===== src/rtl/miso_oversample_deserializer.sv =====
// Oversampled MISO deserializer: per-frame phase lag, one WORD_BITS word per channel.
// Optional MISO_MAJORITY_VOTE_EN: each bit is the 2-of-3 vote of samples d, d+1, d+2.
module miso_oversample_deserializer #(
  parameter int OSR       = 4,
  parameter int WORD_BITS = 32,
  parameter int DELAY_MAX = 9,
  parameter int NUM_CH    = 2,
  parameter int PW        = 4
) (
  input  logic                        dataclk,
  input  logic                        reset_n,
  input  logic                        sample_en,
  input  logic [NUM_CH-1:0]           miso_in,
  input  logic                        frame_start,
  input  logic [PW-1:0]               phase_select,
  output logic [NUM_CH*WORD_BITS-1:0] word_out,
  output logic                        word_valid,
  output logic                        frame_abort,
  output logic                        busy
);

`ifdef MISO_MAJORITY_VOTE_EN
  localparam int VOTE_SPAN = 2;
`else
  localparam int VOTE_SPAN = 0;
`endif
  localparam int N_LEN = WORD_BITS * OSR + DELAY_MAX + VOTE_SPAN;
  localparam int N_MV  = WORD_BITS * OSR + DELAY_MAX + 2;
  localparam int CW    = $clog2(N_MV + 1);
  localparam int LW    = PW + 1;
  localparam int SW    = $clog2(OSR);
  localparam int BW    = $clog2(WORD_BITS + 1);

  typedef enum logic {IDLE, COLLECT} state_t;

  state_t               state_q, state_d;
  logic [CW-1:0]        cnt_q, cnt_d;
  logic [LW-1:0]        lag_q, lag_d;
  logic [SW-1:0]        sub_q, sub_d;
  logic [BW-1:0]        bits_q, bits_d;
  logic [WORD_BITS-1:0] sh_q [NUM_CH];
  logic [WORD_BITS-1:0] sh_d [NUM_CH];
  logic [NUM_CH*WORD_BITS-1:0] word_d;
  logic                 valid_d, abort_d, take;
  logic [PW-1:0]        ph_clamp;
  logic                 bit_val;
`ifdef MISO_MAJORITY_VOTE_EN
  logic [1:0]           hist_q [NUM_CH];
  logic [1:0]           hist_d [NUM_CH];
`endif

  assign busy = (state_q == COLLECT);

  // Instead of storing the whole frame, a lag counter skips the first ph(+vote span)
  // samples and an OSR sub-counter picks every OSR-th sample after that.
  always_comb begin
    state_d  = state_q;
    cnt_d    = cnt_q;
    lag_d    = lag_q;
    sub_d    = sub_q;
    bits_d   = bits_q;
    sh_d     = sh_q;
    word_d   = word_out;
    valid_d  = 1'b0;
    abort_d  = 1'b0;
    take     = 1'b0;
    bit_val  = 1'b0;
    ph_clamp = (phase_select > PW'(DELAY_MAX)) ? PW'(DELAY_MAX) : phase_select;
`ifdef MISO_MAJORITY_VOTE_EN
    hist_d   = hist_q;
`endif

    if (frame_start) begin
      state_d = COLLECT;
      cnt_d   = '0;
      lag_d   = LW'(ph_clamp) + LW'(VOTE_SPAN);
      sub_d   = '0;
      bits_d  = '0;
      abort_d = (state_q == COLLECT);
    end

    if (sample_en && state_d == COLLECT) begin
      cnt_d = cnt_d + CW'(1);
      if (lag_d != '0) begin
        lag_d = lag_d - LW'(1);
      end else begin
        take  = (sub_d == '0) && (bits_d < BW'(WORD_BITS));
        if (take) bits_d = bits_d + BW'(1);
        sub_d = (sub_d == SW'(OSR - 1)) ? '0 : sub_d + SW'(1);
      end
      for (int c = 0; c < NUM_CH; c++) begin
`ifdef MISO_MAJORITY_VOTE_EN
        bit_val   = (hist_q[c][1] & hist_q[c][0]) | (hist_q[c][1] & miso_in[c]) |
                    (hist_q[c][0] & miso_in[c]);
        hist_d[c] = {hist_q[c][0], miso_in[c]};
`else
        bit_val   = miso_in[c];
`endif
        if (take) sh_d[c] = {sh_d[c][WORD_BITS-2:0], bit_val};
      end
      if (cnt_d == CW'(N_LEN)) begin
        state_d = IDLE;
        valid_d = 1'b1;
        for (int c = 0; c < NUM_CH; c++) word_d[c*WORD_BITS +: WORD_BITS] = sh_d[c];
      end
    end
  end

  always_ff @(posedge dataclk) begin
    if (!reset_n) begin
      state_q     <= IDLE;
      cnt_q       <= '0;
      lag_q       <= '0;
      sub_q       <= '0;
      bits_q      <= '0;
      word_out    <= '0;
      word_valid  <= 1'b0;
      frame_abort <= 1'b0;
      for (int c = 0; c < NUM_CH; c++) begin
        sh_q[c] <= '0;
`ifdef MISO_MAJORITY_VOTE_EN
        hist_q[c] <= '0;
`endif
      end
    end else begin
      state_q     <= state_d;
      cnt_q       <= cnt_d;
      lag_q       <= lag_d;
      sub_q       <= sub_d;
      bits_q      <= bits_d;
      word_out    <= word_d;
      word_valid  <= valid_d;
      frame_abort <= abort_d;
      for (int c = 0; c < NUM_CH; c++) begin
        sh_q[c] <= sh_d[c];
`ifdef MISO_MAJORITY_VOTE_EN
        hist_q[c] <= hist_d[c];
`endif
      end
    end
  end

endmodule


===== config.mk =====
export PLATFORM = sky130hd
export DESIGN_NAME = miso_oversample_deserializer
export DESIGN_NICKNAME = d
export VERILOG_FILES = /design/src/rtl/miso_oversample_deserializer.sv
export SDC_FILE = /design/constraint.sdc
export NUM_CORES = 1
export LEC_CHECK = 0
export BUFFER_PORTS_ARGS = -buffer_cell sky130_fd_sc_hd__buf_2
export CAP_MARGIN = 20
export CORE_UTILIZATION = 60
export CTS_CLUSTER_SIZE = 10
export DETAILED_ROUTE_END_ITERATION = 10
export GPL_TIMING_DRIVEN = 0
export PLACE_DENSITY = 0.82
export SYNTH_ARGS = -nofsm -noshare
export SYNTH_HDL_FRONTEND = slang
export SYNTH_SLANG_ARGS = --single-unit

===== constraint.sdc =====
create_clock -name dataclk -period 6.8 [get_ports dataclk]
set_input_delay 1.7 -clock dataclk [delete_from_list [all_inputs] [get_ports dataclk]]
set_output_delay 1.7 -clock dataclk [all_outputs]
set_load 0.005 [all_outputs]

## Yosys cells after proc, flatten, opt, wreduce, memory -nomap -nowiden

Cells that the tools add are included.

- Add/subtract/negate cells: 4
- Magnitude comparators: 2
- Eq/ne operators: 2
- Mux-type cells: 22
- Reductions and logical operators: 7

Operators by type and width:

| cell | number |
|---|---|
| 2-to-1 mux 32 bit | 2 |
| 2-to-1 mux 6 bit | 4 |
| 2-to-1 mux 8 bit | 2 |
| 2-to-1 mux 5 bit | 3 |
| adder 8 x 1 -> 8 bit (second input constant) | 1 |
| == test 8 bit (second input constant) | 1 |
| 2-to-1 mux 2 bit | 4 |
| adder 6 x 1 -> 6 bit (second input constant) | 1 |
| < comparator 6 bit (second input constant) | 1 |
| 2-to-1 mux 1 bit | 6 |
| AND reduction 2 bit | 3 |
| nonzero test 5 bit | 1 |
| subtractor 5 x 1 -> 5 bit (second input constant) | 1 |
| greater-than comparator 4 bit (second input constant) | 1 |
| 2-to-1 mux 4 bit | 1 |
| adder 2 x 1 -> 2 bit (second input constant) | 1 |
| == test 2 bit (second input constant) | 1 |
| logical AND 1 bit | 2 |
| logical NOT 2 bit | 1 |

- Flip-flop bits (word level): 152
- Bits of input ports: 10
- Output and inout port bits: 67
- Logic and storage cells: 47

## Logic depth before layout (Yosys ltp)

Gate-level depths: netlist of the first run.

- Depth after elaboration: 7
- Depth in mapped cells: 13
- Depth with buffers taken out: 9

## Worst setup path after synthesis of the first run

Ideal clock, no wire load.

- Kind: input-to-reg
- From: input frame_start
- To: register word_out[48]
- Setup time: 0.146 ns
- Arrival: 3.638 ns
- Data required time: 6.654 ns
- Setup slack: 3.016 ns
- Stages on the path: 13
- Buffers on the path: 4
- Cells stage by stage: buf_6 inv_2 clkbuf_1 nand2_1 inv_1 ha_1 nand3b_1 o22a_1 nor4_2 and2_1 buf_6 buf_4 a211oi_2

- Word-level cells in the longest chain between the ends: 6
- Elaborated cells between the ends (all ways): 16
- Classes of those cells: 1 x add/sub; 1 x order compare; 1 x eq/ne; 8 x mux; 5 x reduce/logical

Ends and longest elaborated chain:

| element | line | source |
|---|---|---|
| start, declared | 14 | `input logic frame_start,` |
| parallel branches: the longest is 6 deep, another holds adder 8 x 1 -> 8 bit | - |  |
| end signal, assigned | 131 | `word_out <= word_d;` |
| end, declared | 16 | `output logic [NUM_CH*WORD_BITS-1:0] word_out,` |

Parallel ways; which one is timed is not known. The select of a mux whose other input is x is not followed.
A chain may end at the register's enable or synchronous reset.

## Final worst setup path of the first run

- From: input frame_start
- To: register word_out[15]

Same word-level chain as after synthesis.

==> summary.txt, run 1 <==
STA
  • Highest clock rate: 234 MHz
  • Worst clock skew: 5.59 ps
  • RSZ-0062 raised after global routing: false
  • Min Hold Slack: 472 ps
  • Hold Fails Final Rpt: 0
  • Final setup vio count: 0
  • Slew Viols, Final: 0
  • Final period utilization: a little over three fifths
  • Sum Neg Setup Slack: 0 ps
  • Fin crit period: 4270 ps
  • Worst-Margin Slew: 822 ps
  • Slew headroom: 45.2%

Place
  • DP Wirelength: 11200 um
  • RD Place Congestion: 0.890
  • Placed cells: between 900 and 1000
  • Port Buffers: 76
  • Area after DPL: 7230 sq um

Run status
  • Outcome: finished clean

GRT
  • Initial antenna violation count: 0
  • Largest net degree at the start of global routing: 17
  • Total GRT Usage: 29.2%
  • First-pass GRT wire length: 26000 um
  • Vias in the first global route: ~5400
  • Grt ovf: 0

Finish
  • Non-filler cells, final: roughly 1000
  • Finished Cell Area: just under 8000 sq um
  • N_diodes: 0
  • Share of post-route cells with drive strength above 1: roughly 22%
  • Fill count: 820
  • Layout Nets: 838
  • P&R area growth vs syn: 16.7%

Clock tree
  • CTS Buffer Depth: 2
  • Root Buffer: clkbuf_8
  • Clock sinks: between 150 and 200
  • Clk_lat worst skew: approximately 540 ps
  • Cts bufs inserted: 17
  • Hold buffers post-CTS: 0
  • CTS tree: yes
  • H-tree depth: 4
  • Post-CTS Resized: 0
  • Clock-pin transition on the worst setup and hold timing paths: 60 ps
  • Post-CTS Setup Bufs: 0

Worst hold path
  • Worst Hold Depth: 2
  • Worst hold-check path type: flop to flop
  • HP Start: sh_q[31]
  • Hold EP: sh_q[31]

Yosys
  • Ys async rst share: 0%
  • Number of synthesized flops with an enable pin: 0
  • Mean Syn Cell Area: 9.17 sq um
  • Post-synthesis cell type count: 52
  • Seq cells post-synth: roughly 150
  • Seq/Total Area, Yosys: between 40 and 50%
  • Netlist Area Pre-Place: 6680 sq um
  • Top FF cell, synth: dfxtp_1
  • Synth warn: 0
  • Cell count after synthesis: 728
  • Syn_nets: 743

Floorplanning
  • Die ar.: 11600 sq um
  • Starting Density: 61.6%
  • Placeable Area: about 11000 sq um
  • DIE WIDTH: roughly 110 um
  • # rows: 38
  • I/O pin count: 77
  • Die height: 107 um

Drt
  • DRT iter0 DRCs: 335
  • Final ANT Viol Nets: 0
  • 1st-pass router iterations: 6
  • Vias/cell: 5.82
  • WL per Instance: 16.7 um
  • WL final: 16200 um
  • DR DRC count: 0
  • Vias: 5675

Job
  • Max_cap viols: 0

Power
  • Power Density: 244 nW/um^2
  • Leak: 3.64 nW
  • VDD IR-drop max: 0.148 mV
  • Final Power: between 1.5 and 2 mW

Critical path
  • Critical Path AT: about 4700 ps
  • RR Endpoint: word_out[15]
  • Crit end category: flop
  • Critical Path RT: 7230 ps
  • Critical Path Fanout Max: 10
  • Critical path launch point type: input port
  • Worst R2R Path Depth: 10
  • R2R Path Start: cnt_q[0]
  • R2R setup slack: 4100 ps
  • CP Class: input port to flop
## layout by cell type, fill, tap and decap left out, types with 8 or more instances in the layout
cell       netlist  layout
inv_1            8       8
clkbuf_1        20      21
a211oi_2        17      17
buf_6            9       9
a21oi_2         10      10
nand2_1        147     147
a21oi_1         92      92
dfxtp_1        152     152
clkbuf_16        0      16
nor2_1          20      20
buf_4           11      11
o211a_1         33      33
a211oi_1        15      15
buf_2           20      96
mux2i_1         65      65
nand3_1         37      37
## flip-flops by register name, summed over array words and instances, names as in the netlist
register / flops
bits_q: 6
frame_abort: 1
word_valid: 1
busy: 1
cnt_q: 8
word_out: 64
sh_q: 64
lag_q: 5
sub_q: 2
## cells in the mapped netlist, drive strengths merged (2+ instances only)
library cell	instances	area, sq um
a211oi	32	325
a21oi	102	548
a22oi	2	15.0
a31oi	2	12.5
and2	2	12.5
and3	4	25.0
buf	42	292
clkbuf	20	75.1
dfxtp	152	3040
ha	5	62.6
inv	9	33.8
mux2	3	33.8
mux2i	65	651
nand2	147	552
nand3	37	185
nand4	3	18.8
nor2	20	75.1
nor2b	5	31.3
nor3	2	15.0
nor4	2	18.8
o2111ai	3	26.3
o211a	33	330
o211ai	2	20.0
o21a	2	15.0
o21ai	5	25.0
or2	2	12.5
or3	2	12.5
xnor2	5	43.8
xor2	6	52.6
## power by group
group | internal (mW) | total [mW] | switching, mW
clock network | 0.529 | 0.887 | 0.358
registers | 0.895 | 0.898 | 0.00336
logic | 0.0413 | 0.114 | 0.0732
## logic make-up (layout without fill, tap and decap cells)
family	count (synthesis)	after routing	share of synthesized area, %
muxes	68	68	10.2
DFF	152	152	45.6
buffers and inverters	71	178	6.00
AOI/OAI and AO/OA	190	190	20.7
adders and majority gates	5	5	0.937
and+or+nand+nor	231	231	15.1
xor gates and xnor gates	11	11	1.44
## per-stage QoR
stage                     util, %  setup slack, ps
after floorplan                 -             3020
after global placement       66.7             2250
after detailed placement     66.7             2110
after CTS                    71.9             2570
after global routing         71.9             2400
final                        71.9             2530
## cell type report
class	instances	area [sq um]	area share [%]
sequential	152	3040	39.1
tap	140	175	2.25
multi-input combinational	505	3230	41.5
timing repair buffer	76	380	4.88
clock buffer	23	487	6.25
inverter	9	33.8	0.434
buffer	62	367	4.71
clock inverter	8	70.1	0.899
## how the worst max path moves through the flow
| stage | from | to | cells after the start |
|---|---|---|---|
| final | frame_start | word_out[15] | 14 |
| after global routing | frame_start | word_out[63] | 14 |
| after CTS | frame_start | word_out[13] | 14 |
| after detailed placement | frame_start | word_out[18] | 14 |
| after global placement | frame_start | word_out[22] | 14 |
| after floorplan | frame_start | word_out[48] | 13 |
## routing by layer
metal | share of wire, % | vias to the layer above | global-route usage (%)
met5 | 0 | - | 0
met4 | 2.3 | 0 | 13.6
met3 | 4.6 | 32 | 5.87
met2 | 50 | 156 | 49.9
met1 | 43 | 2740 | 35.2
li1 | - | 2747 | -
## critical path, cell delays in order
cell,delay [ps]
buf_2,130
buf_6,140
inv_2,50
clkbuf_1,390
nand2_1,180
inv_1,120
ha_1,230
nand3b_1,160
o22a_1,240
nor4_2,520
buf_4,290
buf_2,260
nand3_1,130
o211a_1,150
Note: power is estimated with default switching activity, not from simulation.
==> run 2, diff against run 1 <==
Settings changed: ABC_AREA set to 1, CORE_UTILIZATION 60 to 53, PLACE_DENSITY 0.82 to 0.76.
Clock period 6.8 ns to 3.9 ns, I/O delays scaled along.
==> run 2 against run 1 <==
Critical path depth is 1 higher. Clock power grew 110%. Routed wire length increased by 13%. Non-clock buffer count is 19 higher. Die area rose by 28%. Register-to-register slack got worse by 2300 ps. Sequential cell count stayed put. Worst hold slack lost 15 ps. Synthesized area up 13%. Sequential share of layout area down 4.6 points.
==> summary.txt, run 2 <==
Run status
  • Outcome: finished clean (unchanged)

Critical path
  • CP endpoint: sh_q[10] (was word_out[15])
  • Critical Path RT: 4220 ps (was 7230 ps)
  • Worst R2R Path Depth: 10 (unchanged)
  • Crit end category: flop (unchanged)
  • Critical Path Fanout Max: 10 (unchanged)
  • R2R setup slack: 1770 ps (was 4100 ps)
  • Critical path launch point type: input port (unchanged)
  • R2R Path Start: lag_q[0] (was cnt_q[0])
  • RR Endpoint: sh_q[10] (was word_out[15])
  • Critical Path AT: 3110 ps (was 4710 ps)
  • Worst Setup SP: frame_start (unchanged)
  • CP Class: input port to flop (unchanged)

Floorplanning
  • Die ar.: 14700 sq um (was 11600 sq um)
  • Placeable Area: 13900 sq um (was 10800 sq um)
  • Die height: 121 um (was 107 um)
  • Starting Density: 54.4% (was 61.6%)
  • DIE WIDTH: 121 um (was 107 um)
  • I/O pin count: 77 (unchanged)
  • # rows: 43 (was 38)

Clock tree
  • Clock sinks: 152 (unchanged)
  • Hold buffers post-CTS: 0 (unchanged)
  • Post-CTS Resized: 0 (unchanged)
  • Root Buffer: clkbuf_16 (was clkbuf_8)
  • Post-CTS Setup Bufs: 0 (unchanged)
  • Clock-pin transition on the worst setup and hold timing paths: 60 ps (about the same)
  • Clk_lat worst skew: 430 ps (was 540 ps)
  • CTS tree: yes (unchanged)
  • Cts bufs inserted: 17 (unchanged)
  • CTS Buffer Depth: 2 (unchanged)
  • H-tree depth: 4 (unchanged)

STA
  • Min Hold Slack: 457 ps (was 472 ps)
  • Final period utilization: between 70% and 80%
  • Slew Viols, Final: 0 (unchanged)
  • Sum Neg Setup Slack: 0 ps (unchanged)
  • Final setup vio count: 0 (unchanged)
  • Fin crit period: 2780 ps
  • Worst clock skew: 5.71 ps (was 5.59 ps)
  • Setup slack after layout: 1120 ps (was 2530 ps)
  • Highest clock rate: 359 MHz
  • Slew headroom: 49.3% (was 45.2%)
  • RSZ-0062 raised after global routing: false (unchanged)
  • Worst-Margin Slew: 761 ps (was 822 ps)
  • Hold Fails Final Rpt: 0 (unchanged)

Yosys
  • Cell count after synthesis: 1065 (was 728)
  • Adder-Cell Fraction of Synth Area: 0.828% (was 0.937%)
  • Synth warn: 0 (unchanged)
  • Ys async rst share: 0% (unchanged)
  • Yosys top cell area share: 40.3% (was 45.6%)
  • Netlist Area Pre-Place: 7560 sq um (was 6680 sq um)
  • XOR/XNOR share of the synthesized area: 0.116% (was 1.44%)
  • Mean Syn Cell Area: 7.10 sq um (was 9.17 sq um)
  • Compound-cell area share of the yosys netlist: 6.34% (was 20.7%)
  • Top FF cell, synth: dfxtp_1 (unchanged)
  • Synth area leaders: dfxtp_1, nand2_1, nor2_1 (was dfxtp_1, mux2i_1, nand2_1)
  • Most frequent cells after synthesis: nand2_1, nor2_1, dfxtp_1 (was dfxtp_1, nand2_1, a21oi_1)
  • Syn_nets: 1080 (was 743)
  • Largest family of logic cells by synthesized area: simple AND/OR/NAND/NOR gates (was compound AO/OA/AOI/OAI gates)
  • Seq/Total Area, Yosys: 40.3% (was 45.6%)
  • Seq cells post-synth: 152 (unchanged)
  • Post-synthesis cell type count: 33 (was 52)
  • Area leader, netlist: dfxtp_1 (unchanged)
  • Number of synthesized flops with an enable pin: 0 (unchanged)
  • Post-Synth Simple-Gate Area: 40.4% (was 15.1%)
  • Most frequent cell after synthesis: nand2_1 (was dfxtp_1)
  • Mux share of post-synthesis cell area: 0% (was 10.2%)

Finish
  • Final Core Density: 63.6% (was 71.9%)
  • Share of post-route cells with drive strength above 1: 19.1% (was 21.6%)
  • N_diodes: 0 (unchanged)
  • Commonest non-fill, non-tap cell in the layout: nand2_1 (was dfxtp_1)
  • Layout Nets: 1174 (was 838)
  • P&R area growth vs syn: 16.8% (was 16.7%)
  • Commonest cells after routing, fill and taps aside: nand2_1, nor2_1, dfxtp_1 (was dfxtp_1, nand2_1, buf_2)
  • Largest regs: sh_q (64), word_out (64), cnt_q (8) (unchanged)

Drt
  • DRT iter0 DRCs: 526 (was 335)
  • 1st-pass router iterations: 5 (was 6)
  • DR DRC count: 0 (unchanged)
  • Final ANT Viol Nets: 0 (unchanged)
  • Vias/cell: 5.23 (was 5.82)
  • WL per Instance: 13.5 um (was 16.7 um)
  • WL final: 18300 um (was 16200 um)
  • Vias: 7061 (was 5675)

Worst hold path
  • Worst hold-check path type: flop to flop (unchanged)

GRT
  • First-pass GRT wire length: 30300 um (was 26000 um)
  • Grt ovf: 0 (unchanged)
  • Largest net degree at the start of global routing: 17 (unchanged)
  • Total GRT Usage: 26.1% (was 29.2%)
  • Vias in the first global route: 6241 (was 5379)
  • Initial antenna violation count: 0 (unchanged)

Place
  • Pre-CTS WS: 717 ps (was 2110 ps)
  • Port Buffers: 75 (was 76)
  • RD Place Congestion: 0.905 (was 0.890)
  • DP Wirelength: 12400 um (was 11200 um)

Power
  • VDD IR-drop max: 0.321 mV (was 0.148 mV)
  • Final Power: 3.96 mW (was 1.90 mW)
  • Power Density: 449 nW/um^2 (was 244 nW/um^2)
  • Leak: 4.60 nW (was 3.64 nW)

Job
  • Max_cap viols: 0 (unchanged)
[run 2: report_power, final]
group          switching, mW  internal (mW)  total [mW]  leakage [nW]
registers             0.0431           1.62        1.66          1.24
logic                  0.296          0.127       0.423          3.04
clock network          0.663           1.21        1.88         0.323
total                   1.00           2.96        3.96          4.60
[run 2: stage by stage]
| step | cells | area [sq um] |
|---|---|---|
| 3_5_place_dp | 1320 | 8160 |
| 4_1_cts | 1351 | 8820 |
| 6_report | 1351 | 8820 |
| 5_1_grt | 1351 | 8820 |
| 2_1_floorplan | 1065 | 7560 |
| 3_3_place_gp | 1320 | 8160 |
[run 2: area by class of cell]
| cell class | instances | area [sq um] |
|---|---|---|
| tap | 180 | 225 |
| inverter | 104 | 393 |
| buffer | 82 | 517 |
| multi-input combinational | 727 | 3600 |
| clock buffer | 19 | 443 |
| timing repair buffer | 75 | 375 |
| fill | 1241 | 5060 |
| clock inverter | 12 | 224 |
| sequential | 152 | 3040 |
[run 2: worst min-delay path by stage]
stage	start	cells past startpoint	slack (ps)	to
2_1_floorplan	sub_q[1]	2	450	sub_q[1]
3_3_place_gp	word_out[38]	2	450	word_out[38]
3_5_place_dp	word_out[11]	2	450	word_out[11]
4_1_cts	busy	2	460	frame_abort
5_1_grt	busy	2	480	frame_abort
6_report	word_out[34]	2	460	word_out[34]
[run 2: critical path: stages]
cell	delay, ps
buf_2	180
inv_4	100
buf_6	160
nor2_1	80
nand2_1	50
o21ai_0	180
ha_1	270
nand2_1	110
nor2_4	210
nand3_4	180
buf_2	240
nand2_1	80
nand2_1	90
o21ai_1	140
inv_1	60
[run 2: kinds of logic after synthesis]
kind of cell / count (synthesis)
compound gates: 94
flops: 152
simple gates: 627
buf+inv: 186
xor+xnor: 1
fa+ha+maj: 5
[run 2: per-layer routing]
layer | track usage, % | up-vias | share of wire [%]
met5 | 0 | - | 0
li1 | - | 3637 | -
met1 | 35.6 | 3209 | 46
met2 | 41.5 | 195 | 47
met3 | 5.45 | 20 | 5.6
met4 | 7.18 | 0 | 1.1
